### config.mk
export PLATFORM = sky130hd
export DESIGN_NAME = fet_scan_ctrl
export DESIGN_NICKNAME = d
export VERILOG_FILES = /design/src/rtl/fet_scan_ctrl.sv
export SDC_FILE = /design/constraint.sdc
export NUM_CORES = 1
export LEC_CHECK = 0
export ABC_AREA = 1
export BUFFER_PORTS_ARGS = -buffer_cell sky130_fd_sc_hd__buf_2
export CELL_PAD_IN_SITES_DETAIL_PLACEMENT = 1
export CELL_PAD_IN_SITES_GLOBAL_PLACEMENT = 1
export CORE_ASPECT_RATIO = 2
export CORE_MARGIN = 2
export CORE_UTILIZATION = 35
export CTS_CLUSTER_SIZE = 30
export DETAILED_ROUTE_END_ITERATION = 8
export GPL_ROUTABILITY_DRIVEN = 0
export PLACE_DENSITY = 0.81
export SLEW_MARGIN = 20
export SYNTH_ARGS = -nofsm -noshare
export SYNTH_HDL_FRONTEND = slang
export SYNTH_SLANG_ARGS = --single-unit
### constraint.sdc
create_clock -name clk -period 1.5 [get_ports clk]
set_input_delay 0.075 -clock clk [delete_from_list [all_inputs] [get_ports clk]]
set_output_delay 0.075 -clock clk [all_outputs]
set_load 0.01 [all_outputs]
### src/rtl/fet_scan_ctrl.sv
// FET channel scan sequencer: steps the decoder select code through a channel
// range with a break-before-make gap, a settle delay and a req/ack measurement.
module fet_scan_ctrl #(
  parameter int SEL_W    = 5,
  parameter int SETTLE_W = 8
) (
  input  logic                clk,
  input  logic                rst_n,
  input  logic                start,
  input  logic                stop,
  input  logic                continuous,
  input  logic [SEL_W-1:0]    ch_first,
  input  logic [SEL_W-1:0]    ch_last,
  input  logic [SETTLE_W-1:0] settle,
  input  logic                meas_ack,
  output logic [SEL_W-1:0]    sel,
  output logic                sel_en,
  output logic                meas_req,
  output logic                ch_done,
  output logic [SEL_W-1:0]    ch_idx,
  output logic                busy,
  output logic                done,
  output logic [1:0]          state_dbg
);

  typedef enum logic [1:0] {IDLE, GAP, SETTLE, MEAS} state_t;

  state_t              state_q, state_d;
  logic [SEL_W-1:0]    first_q, first_d, last_q, last_d;
  logic [SEL_W-1:0]    sel_q, sel_d, ch_idx_q, ch_idx_d;
  logic [SETTLE_W-1:0] settle_q, settle_d, cnt_q, cnt_d;
  logic                cont_q, cont_d, stop_pend_q, stop_pend_d;
  logic                sel_en_q, sel_en_d, meas_req_q, meas_req_d;
  logic                ch_done_q, ch_done_d, busy_q, busy_d, done_q, done_d;
  logic                stop_eff;

  // Handshake: meas_req stays high until meas_ack is sampled high on a rising
  // edge in MEAS; meas_req drops on that same edge and ack is ignored elsewhere.
  always_comb begin
    state_d     = state_q;
    first_d     = first_q;
    last_d      = last_q;
    settle_d    = settle_q;
    cont_d      = cont_q;
    cnt_d       = cnt_q;
    sel_d       = sel_q;
    ch_idx_d    = ch_idx_q;
    ch_done_d   = 1'b0;
    done_d      = 1'b0;
    stop_eff    = stop_pend_q | stop;
    stop_pend_d = stop_eff;
    case (state_q)
      IDLE: begin
        stop_pend_d = 1'b0;
        if (start && !stop) begin
          first_d  = ch_first;
          last_d   = ch_last;
          settle_d = settle;
          cont_d   = continuous;
          sel_d    = ch_first;
          state_d  = GAP;
        end
      end
      GAP: begin
        if (stop_eff) begin
          state_d = IDLE;
          done_d  = 1'b1;
        end else begin
          cnt_d   = settle_q;
          state_d = SETTLE;
        end
      end
      SETTLE: begin
        if (stop_eff) begin
          state_d = IDLE;
          done_d  = 1'b1;
        end else if (cnt_q == '0) begin
          state_d = MEAS;
        end else begin
          cnt_d = cnt_q - 1'b1;
        end
      end
      MEAS: begin
        if (meas_ack) begin
          ch_done_d = 1'b1;
          ch_idx_d  = sel_q;
          if ((sel_q == last_q && !cont_q) || stop_eff) begin
            state_d = IDLE;
            done_d  = 1'b1;
          end else if (sel_q == last_q) begin
            sel_d   = first_q;
            state_d = GAP;
          end else begin
            sel_d   = sel_q + 1'b1;
            state_d = GAP;
          end
        end
      end
      default: state_d = IDLE;
    endcase
    if (state_d == IDLE) stop_pend_d = 1'b0;
    // Output flops follow the next state so they line up with state_q.
    sel_en_d   = (state_d == SETTLE) || (state_d == MEAS);
    meas_req_d = (state_d == MEAS);
    busy_d     = (state_d != IDLE);
  end

  always_ff @(posedge clk or negedge rst_n) begin
    if (!rst_n) begin
      state_q     <= IDLE;
      first_q     <= '0;
      last_q      <= '0;
      settle_q    <= '0;
      cont_q      <= 1'b0;
      stop_pend_q <= 1'b0;
      cnt_q       <= '0;
      sel_q       <= '0;
      ch_idx_q    <= '0;
      sel_en_q    <= 1'b0;
      meas_req_q  <= 1'b0;
      ch_done_q   <= 1'b0;
      busy_q      <= 1'b0;
      done_q      <= 1'b0;
    end else begin
      state_q     <= state_d;
      first_q     <= first_d;
      last_q      <= last_d;
      settle_q    <= settle_d;
      cont_q      <= cont_d;
      stop_pend_q <= stop_pend_d;
      cnt_q       <= cnt_d;
      sel_q       <= sel_d;
      ch_idx_q    <= ch_idx_d;
      sel_en_q    <= sel_en_d;
      meas_req_q  <= meas_req_d;
      ch_done_q   <= ch_done_d;
      busy_q      <= busy_d;
      done_q      <= done_d;
    end
  end

  assign sel       = sel_q;
  assign sel_en    = sel_en_q;
  assign meas_req  = meas_req_q;
  assign ch_done   = ch_done_q;
  assign ch_idx    = ch_idx_q;
  assign busy      = busy_q;
  assign done      = done_q;
  assign state_dbg = state_q;

endmodule

Word level (Yosys, flattened, before mapping)
Index checks and enable logic that the tools add are counted.

Bits in registers: 45. Output and inout bits: 17. Word-level logic and storage cells: 70.

Add/subtract/negate cells: 2. Equality and inequality tests: 12. Mux-type cells: 24. Bitwise logic cells: 1. Reduce and logical (&&, ||, !) cells: 17.

Operator list (count): 8-bit two-way mux (3); 5-bit two-way mux (4); 8-bit case mux with 2 select lines (1); 2-bit inequality test, second input constant (6); 2-bit two-way mux (5); 5-bit case mux with 2 select lines (1); 2-bit == test, second input constant (4); 8-bit zero test (1); 1-bit two-way mux (8); 2-bit case mux with 4 select lines (1); 4-bit AND reduction (2); 8-bit by 1-bit subtractor with 8-bit output, second input constant (1); 2-bit nonzero test (3); 5-bit by 1-bit adder with 5-bit output, second input constant (1); 5-bit == test (1); 2-bit zero test (2); 2-bit AND reduction (2); 2-bit by 1-bit == test with 1-bit output, second input constant (1); 1-bit logical AND (2); 1-bit zero test (2); 1-bit logical OR (2); 1-bit case mux with 2 select lines (1); 2-bit OR reduction (1); 1-bit OR (1).

Depth between registers and ports, before layout
Gate-level depths: netlist (run 1).

Depth after elaboration: 8. Depth in mapped cells: 10. Depth with buffers taken out: 10.

Worst setup path after synthesis (run 1)
No wires, ideal clock.

Path type: reg-to-reg. Start point: register sel_en (netlist name). End point: register first_q[0]. Arrival: 1.483 ns. Required time: 1.367 ns. Path slack: -0.116 ns. Stages on the path, launching flop included: 7. Path through: dfrtp_1 > inv_1 > ha_1 > nand3_1 > buf_2 > clkbuf_1 > a21oi_1.

RTL lines: to (signal assigned) (RTL line 126) `first_q <= first_d;`; to (decl) (RTL line 29) `logic [SEL_W-1:0] first_q, first_d, last_q, last_d;`.

Worst setup path in the final report (run 1)
Start point: register cnt_q[1]. End point: register cnt_q[4].

Word-level cells in the longest chain between the ends: 4.

Ends and longest elaborated chain: from (decl) (RTL line 31) `logic [SETTLE_W-1:0] settle_q, settle_d, cnt_q, cnt_d;`; from (signal assigned) (RTL line 131) `cnt_q <= cnt_d;`; 8-bit by 1-bit subtractor with 8-bit output (RTL line 80) `cnt_d = cnt_q - 1'b1;`; 8-bit two-way mux (RTL line 77) `end else if (cnt_q == '0) begin`; 8-bit two-way mux (RTL line 74) `if (stop_eff) begin`; 8-bit case mux with 2 select lines (RTL line 52) `case (state_q)`.

Several ways; a longest one is shown, not always the timed one. The select of a mux whose other input is x is not followed. A chain may end at the register's enable or synchronous reset.

==> flow_metrics.env, run 1 <==
export IMPL_antenna_left=0
export IMPL_fin_total_pwr_mw=7.82
export IMPL_numCtsBuffers=5
export IMPL_fin_nets=394
export IMPL_cp_end_kind="register"
export IMPL_h_tree_depth=2
export IMPL_first_global_vias=2527
export IMPL_dpl_cell_area_sq_um=2930
export IMPL_final_area_sq_um=3430
export IMPL_drv_cap=0
export IMPL_worst_pin_slew_ns=0.589
export IMPL_clk_path_buf_depth=2
export IMPL_cp_required_ns=1.67
export IMPL_drt_initial_drc_count=97
export IMPL_port_buffer_count=40
export IMPL_grt_util_met1_pct=20.8
export IMPL_clock_sinks=44
export IMPL_busiest_layer="met2"
export IMPL_hold_viol_final=0
export IMPL_final_cell_mix="nand2_1 (58), dfrtp_1 (40), buf_2 (40), buf_4 (40), inv_1 (23)"
export IMPL_initial_utilization_pct=35.9
export IMPL_grt_start_max_net_pins=45
export IMPL_core_area_sq_um=6570
export IMPL_grt_usage_pct=21.9
export IMPL_postLayoutCoreUtil_pct=52.2
export IMPL_wirelength_mm=7.79
export IMPL_fin_crit_sh_pct=104
export IMPL_finalSetupViolCount=15
export IMPL_slew_viol_final=0
export IMPL_rows=42
export IMPL_syn_mean_instance_area_sq_um=8.55
export IMPL_area_growth_pct=45.3
export IMPL_dieArea_sq_um=7450
export IMPL_num_vias=2279
export IMPL_cts_tree="built"
export IMPL_fin_crit_ns=1.55
export IMPL_rsz0062_at_grt="yes"
export IMPL_yosysSeqAreaShare_pct=46.7
export IMPL_slew_headroom_pct=60.8
export IMPL_root_buffer="clkbuf_16"
export IMPL_ios=41
export IMPL_place_hpwl_mm=5.14
export IMPL_syn_inst=276
export IMPL_violations="negative setup slack"
export IMPL_avgRoutedWirePerCell_um=17.2
export IMPL_globalRouteOverflowTotal=0
export IMPL_outcome="complete, but fails checks"
export IMPL_antenna_found_initial=0
export IMPL_ys_types=33
export IMPL_multi_input_area_sq_um=1250
export IMPL_pre_cts_slack_ns=-0.111
export IMPL_regArea_sq_um=1110
export IMPL_fill_cells=794
export IMPL_cp_start_kind="register"
export IMPL_grt_met2_usage_pct=41.1
export IMPL_fmax_mhz=644
export IMPL_worstSetupPathType="reg2reg"
export IMPL_synth_ff_latch_count=44
export IMPL_grt_pass1_wl_mm=11.9
export IMPL_drc=0
export IMPL_via_per_inst=5.04
export IMPL_clk_latency_ns=0.29
export IMPL_layout_drive_gt1_share_pct=44.5
export IMPL_ir_worst_vdd_mv=1.20
export IMPL_met3_usage_pct=3.45
export IMPL_synth_area_sq_um=2360
export IMPL_dieWidth_um=62.1
export IMPL_min_path_type="in2reg"
export IMPL_n_antenna_cell=0
export IMPL_setup_ws_ns=-0.0536
export IMPL_critPathMaxFanout=5
export IMPL_syn_num_nets=307
export IMPL_clkTransAtPathRegs_ns=0.07
export IMPL_fin_worst_skew_ns=0.00510
export IMPL_drtPass1Iterations=4
export IMPL_p_per_area_nw_per_um2=2280
export IMPL_yosys_warnings=0
export IMPL_final_common_cell="nand2_1"
export IMPL_cp_data_arrival_time_ns=1.73
export IMPL_leakage_nw=1.72
export IMPL_chipHeight_um=120
[per-layer routing]
layer | vias to the layer above | share of wire, %
met3 | 33 | 2.2
met1 | 1122 | 34
met2 | 58 | 59
met5 | - | 0
met4 | 0 | 5.1
li1 | 1066 | -
[sequential cells by signal, summed over array words and instances (netlist names)]
| signal | cells |
|---|---|
| cont_q | 1 |
| first_q | 5 |
| busy | 1 |
| done | 1 |
| ch_done | 1 |
| stop_pend_q | 1 |
| settle_q | 8 |
| last_q | 5 |
| state_dbg | 1 |
| meas_req | 1 |
| sel_en | 1 |
| cnt_q | 8 |
| ch_idx | 5 |
| sel | 5 |
[final timing paths]
kind,start,end,slack [ns],depth (start not counted)
worst max-delay path,cnt_q[1]$_DFFE_PN0P_,cnt_q[4]$_DFFE_PN0P_,-0.05,10
worst min-delay path,settle[6],settle_q[6]$_DFFE_PN0P_,0.01,2
worst max register to register,cnt_q[1]$_DFFE_PN0P_,cnt_q[4]$_DFFE_PN0P_,-0.05,10
worst min register to register,ch_idx[1]$_DFFE_PN0P_,ch_idx[1]$_DFFE_PN0P_,0.48,2
max in group asynchronous,rst_n,sel[0]$_DFFE_PN0P_,0.66,3
min in group asynchronous,rst_n,meas_req$_DFF_PN0_,0.41,3
[through the flow]
step / TNS, ns / hold slack [ns] / instances
after floorplan: 0 / -0.221 / 276
after global placement: -0.558 / 0.186 / 431
after detailed placement: -1.21 / 0.199 / 431
after CTS: -0.0854 / 0.00903 / 448
after global routing: -2.02 / 0.0143 / 452
final: -0.338 / 0.0105 / 452
[report_power, final]
group,leakage (nW),switching (mW),internal (mW)
Combinational,1.09,2.30,1.82
Sequential,0.530,0.386,1.71
Clock,0.104,0.475,1.12
Total,1.72,3.16,4.65
[final cells by class]
cell class / instances / share of cell area (%)
inverter: 36 / 4.09
clock inverter: 3 / 2.63
sequential: 44 / 32.3
timing repair buffer: 88 / 17.7
multi-input combinational: 188 / 36.5
tap: 88 / 3.21
clock buffer: 5 / 3.65
[Yosys cell counts, drive strengths merged]
library cell	n	area share [%]
nand2	73	13
dfrtp	44	47
inv	36	5.7
nor2	23	4.8
nand3	18	4.2
o21ai	18	3.8
a21oi	17	4.1
mux2	8	3.8
nand4	8	2.8
ha	7	3.7
buf	5	1.4
xor2	4	1.5
clkbuf	3	0.48
o211ai	3	0.95
o22ai	2	0.53
xnor2	2	1.1
a211oi	1	0.32
a31oi	1	0.27
and2	1	0.27
nor3b	1	0.32
or2	1	0.27
[timing repair]
item,4_1_cts,5_1_grt
setup endpoints to repair,24,27
setup buffers,9,4
hold endpoints to repair,44,0
gates resized for setup,24,30
pin swaps,8,15
hold buffers,1,0
[cells by family (layout without fill, tap and decap cells)]
kind of cell	Yosys count	in the layout	synth area share (%)
adder cells (fa/ha/maj)	7	7	3.71
buffers and inverters	44	132	7.58
AND/OR/NAND/NOR	125	125	25.7
AO/OA/AOI/OAI	42	42	9.97
flip-flops	44	44	46.7
multiplexers	8	8	3.82
XOR/XNOR	6	6	2.55
[worst max-delay path, stage by stage (launching register included)]
cell and delay, ns:
dfrtp_1 0.39, inv_2 0.09, ha_4 0.13, nand2_2 0.06
nor2_4 0.10, and2_4 0.17, a21oi_4 0.06, buf_12 0.14
buf_6 0.12, o21ai_1 0.09, o22ai_1 0.09
No activity file was read; power rests on OpenSTA's default activity.
==> run 2: changes to the inputs <==
--- a/config.mk
+++ b/config.mk
@@ -11,11 +11,11 @@
 export CELL_PAD_IN_SITES_GLOBAL_PLACEMENT = 1
 export CORE_ASPECT_RATIO = 2
 export CORE_MARGIN = 2
-export CORE_UTILIZATION = 35
+export CORE_UTILIZATION = 37
 export CTS_CLUSTER_SIZE = 30
 export DETAILED_ROUTE_END_ITERATION = 8
 export GPL_ROUTABILITY_DRIVEN = 0
-export PLACE_DENSITY = 0.81
+export PLACE_DENSITY_LB_ADDON = 0.1
 export SLEW_MARGIN = 20
 export SYNTH_ARGS = -nofsm -noshare
 export SYNTH_HDL_FRONTEND = slang
==> run 2 against run 1 <==
Effect of this change:
- the flow still finishes with violations (negative setup slack)
- final cell count grew 0.44%
- wire length fell by 5.1%
- combinational power rose by 3%
- register-to-register slack worse by 0.03 ns
- non-clock buffer count rose by 4
- sequential share of layout area is 0.34 points lower
- via count decreased by 2.6%
- worst hold slack better by 0.0041 ns
- clock skew hardly changed
- sequential cell count did not move
- clock power is 21% lower
- setup slack worse by 0.030 ns
==> flow_metrics.env, run 2 (synthesis results as in run 1) <==
export IMPL_outcome="complete, but fails checks"
export IMPL_violations="negative setup slack"
export IMPL_chipHeight_um=117
export IMPL_fin_crit_ns=1.58
export IMPL_whs_ns=0.0146
export IMPL_dr_wl_met2_mm=4.56
export IMPL_critPathMaxFanout=8
export IMPL_antenna_found_initial=0
export IMPL_finalSetupViolCount=11
export IMPL_holdPathEnd="last_q[4]$_DFFE_PN0P_"
export IMPL_grt_usage_pct=22.3
export IMPL_final_cell_mix="nand2_1 (49), buf_4 (42), dfrtp_1 (41)"
export IMPL_clk_latency_ns=0.29
export IMPL_rsz0062_at_grt="yes"
export IMPL_final_cells=454
export IMPL_grt_start_max_net_pins=27
export IMPL_via_per_inst=4.89
export IMPL_pre_cts_slack_ns=-0.183
export IMPL_slew_headroom_pct=65.9
export IMPL_cp_data_arrival_time_ns=1.76
export IMPL_ios=41
export IMPL_whs_path_depth=2
export IMPL_fin_nets=398
export IMPL_leakage_nw=1.73
export IMPL_numCtsBuffers=5
export IMPL_fin_crit_sh_pct=106
export IMPL_cp_start_kind="register"
export IMPL_regArea_sq_um=1100
export IMPL_fmax_mhz=632
export IMPL_final_common_cell="nand2_1"
export IMPL_r2r_start="sel_en$_DFF_PN0_"
export IMPL_root_buffer="clkbuf_16"
export IMPL_first_global_vias=2451
export IMPL_drtPass1Iterations=4
export IMPL_fin_total_pwr_mw=7.59
export IMPL_drv_cap=0
export IMPL_place_hpwl_mm=5.27
export IMPL_fill_cells=773
export IMPL_wl_met1_mm=2.37
export IMPL_rows=41
export IMPL_h_tree_depth=2
export IMPL_p_per_area_nw_per_um2=2190
export IMPL_port_buffer_count=40
export IMPL_ff2ff_path_depth=8
export IMPL_area_growth_pct=46.7
export IMPL_clkTransAtPathRegs_ns=0.06
export IMPL_dieArea_sq_um=7070
export IMPL_dp_cells=428
export IMPL_wirelength_mm=7.39
export IMPL_antenna_left=0
export IMPL_drc=0
export IMPL_dieWidth_um=60.5
export IMPL_setup_ws_ns=-0.0834
export IMPL_cp_end_kind="register"
export IMPL_top_layer="met4"
export IMPL_core_area_sq_um=6260
export IMPL_n_antenna_cell=0
export IMPL_min_path_type="in2reg"
export IMPL_wl_met3_um=162
export IMPL_initial_utilization_pct=37.7
export IMPL_layout_drive_gt1_share_pct=49.2
export IMPL_grt_pass1_wl_mm=11.3
export IMPL_slew_viol_final=0
export IMPL_cp_required_ns=1.67
export IMPL_drt_initial_drc_count=123
export IMPL_hold_path_startpoint="ch_last[4]"
export IMPL_avgRoutedWirePerCell_um=16.3
export IMPL_multi_input_area_sq_um=1280
export IMPL_cts_tree="built"
export IMPL_clk_path_buf_depth=2
export IMPL_reg2reg_to="cnt_q[5]$_DFFE_PN0P_"
export IMPL_fin_worst_skew_ns=0.00498
export IMPL_worstSetupPathType="reg2reg"
export IMPL_num_vias=2219
export IMPL_largestRegisters="cnt_q (8), settle_q (8)"
export IMPL_r2r_setup_slack_ns=-0.08
export IMPL_worst_pin_slew_ns=0.512
export IMPL_clock_sinks=44
export IMPL_globalRouteOverflowTotal=0
export IMPL_ir_worst_vdd_mv=1.26
export IMPL_tns_ns=-0.479
export IMPL_hold_viol_final=0
run 2: cell types whose count changed in the layout (fill, tap and decap cells not counted), sizes merged:
cell,before,now
clkinvlp,0,1
clkinv,0,1
bufinv,3,1
buf,87,91
run 2: cell type report:
type,instances,share of cell area [%]
Multi-Input combinational cell,188,37.1
Sequential cell,44,31.9
Timing Repair Buffer,92,19.0
Inverter,36,4.05
Clock buffer,5,3.61
Tap cell,86,3.11
Clock inverter,3,1.23
run 2: how the worst max path moves through the flow:
| stage | from | endpoint | slack, ns | cells after the start |
|---|---|---|---|---|
| floorplan | state_dbg[0]$_DFF_PN0_ | cnt_q[5]$_DFFE_PN0P_ | 0.0007 | 7 |
| global placement | sel[0]$_DFFE_PN0P_ | sel[2]$_DFFE_PN0P_ | -0.08 | 10 |
| detailed placement | cnt_q[0]$_DFFE_PN0P_ | cnt_q[3]$_DFFE_PN0P_ | -0.18 | 8 |
| CTS | cnt_q[0]$_DFFE_PN0P_ | cnt_q[3]$_DFFE_PN0P_ | -0.003 | 9 |
| global route | cnt_q[0]$_DFFE_PN0P_ | cnt_q[5]$_DFFE_PN0P_ | -0.15 | 10 |
| finish | sel_en$_DFF_PN0_ | cnt_q[5]$_DFFE_PN0P_ | -0.08 | 8 |
run 2: critical path, stage by stage, from the launching register on:
cell and delay [ns]:
dfrtp_2 0.46, buf_6 0.15, ha_4 0.16, o21ai_2 0.20
a21oi_4 0.06, buf_12 0.14, buf_8 0.13, o211ai_1 0.08
o21ai_1 0.09
run 2: power breakdown:
group          total, mW  leakage [nW]  internal [mW]  switching (mW)
registers           2.08         0.531           1.71           0.373
clock network       1.26        0.0798          0.782           0.473
logic               4.25          1.12           1.92            2.33
total               7.59          1.73           4.41            3.17
run 2: metal layers:
metal	vias to the layer above	track usage, %
li1	1065	-
met1	1093	20.6
met5	-	0
met3	20	3.74
met2	41	43.6
met4	0	11.6
run 2: timing repair:
action,4_1_cts,5_1_grt
pin swaps,8,33
resized for setup,20,50
setup buffers,7,11
setup endpoints to repair,32,38
hold buffers,1,0
endpoints found under the hold margin,18,0
run 2: through the flow:
stage	utilization, %	instance area [sq um]
after CTS	51.7	3240
after floorplan	-	2370
after global routing	55.3	3460
after detailed placement	46.6	2920
final	55.3	3460
after global placement	46.6	2920
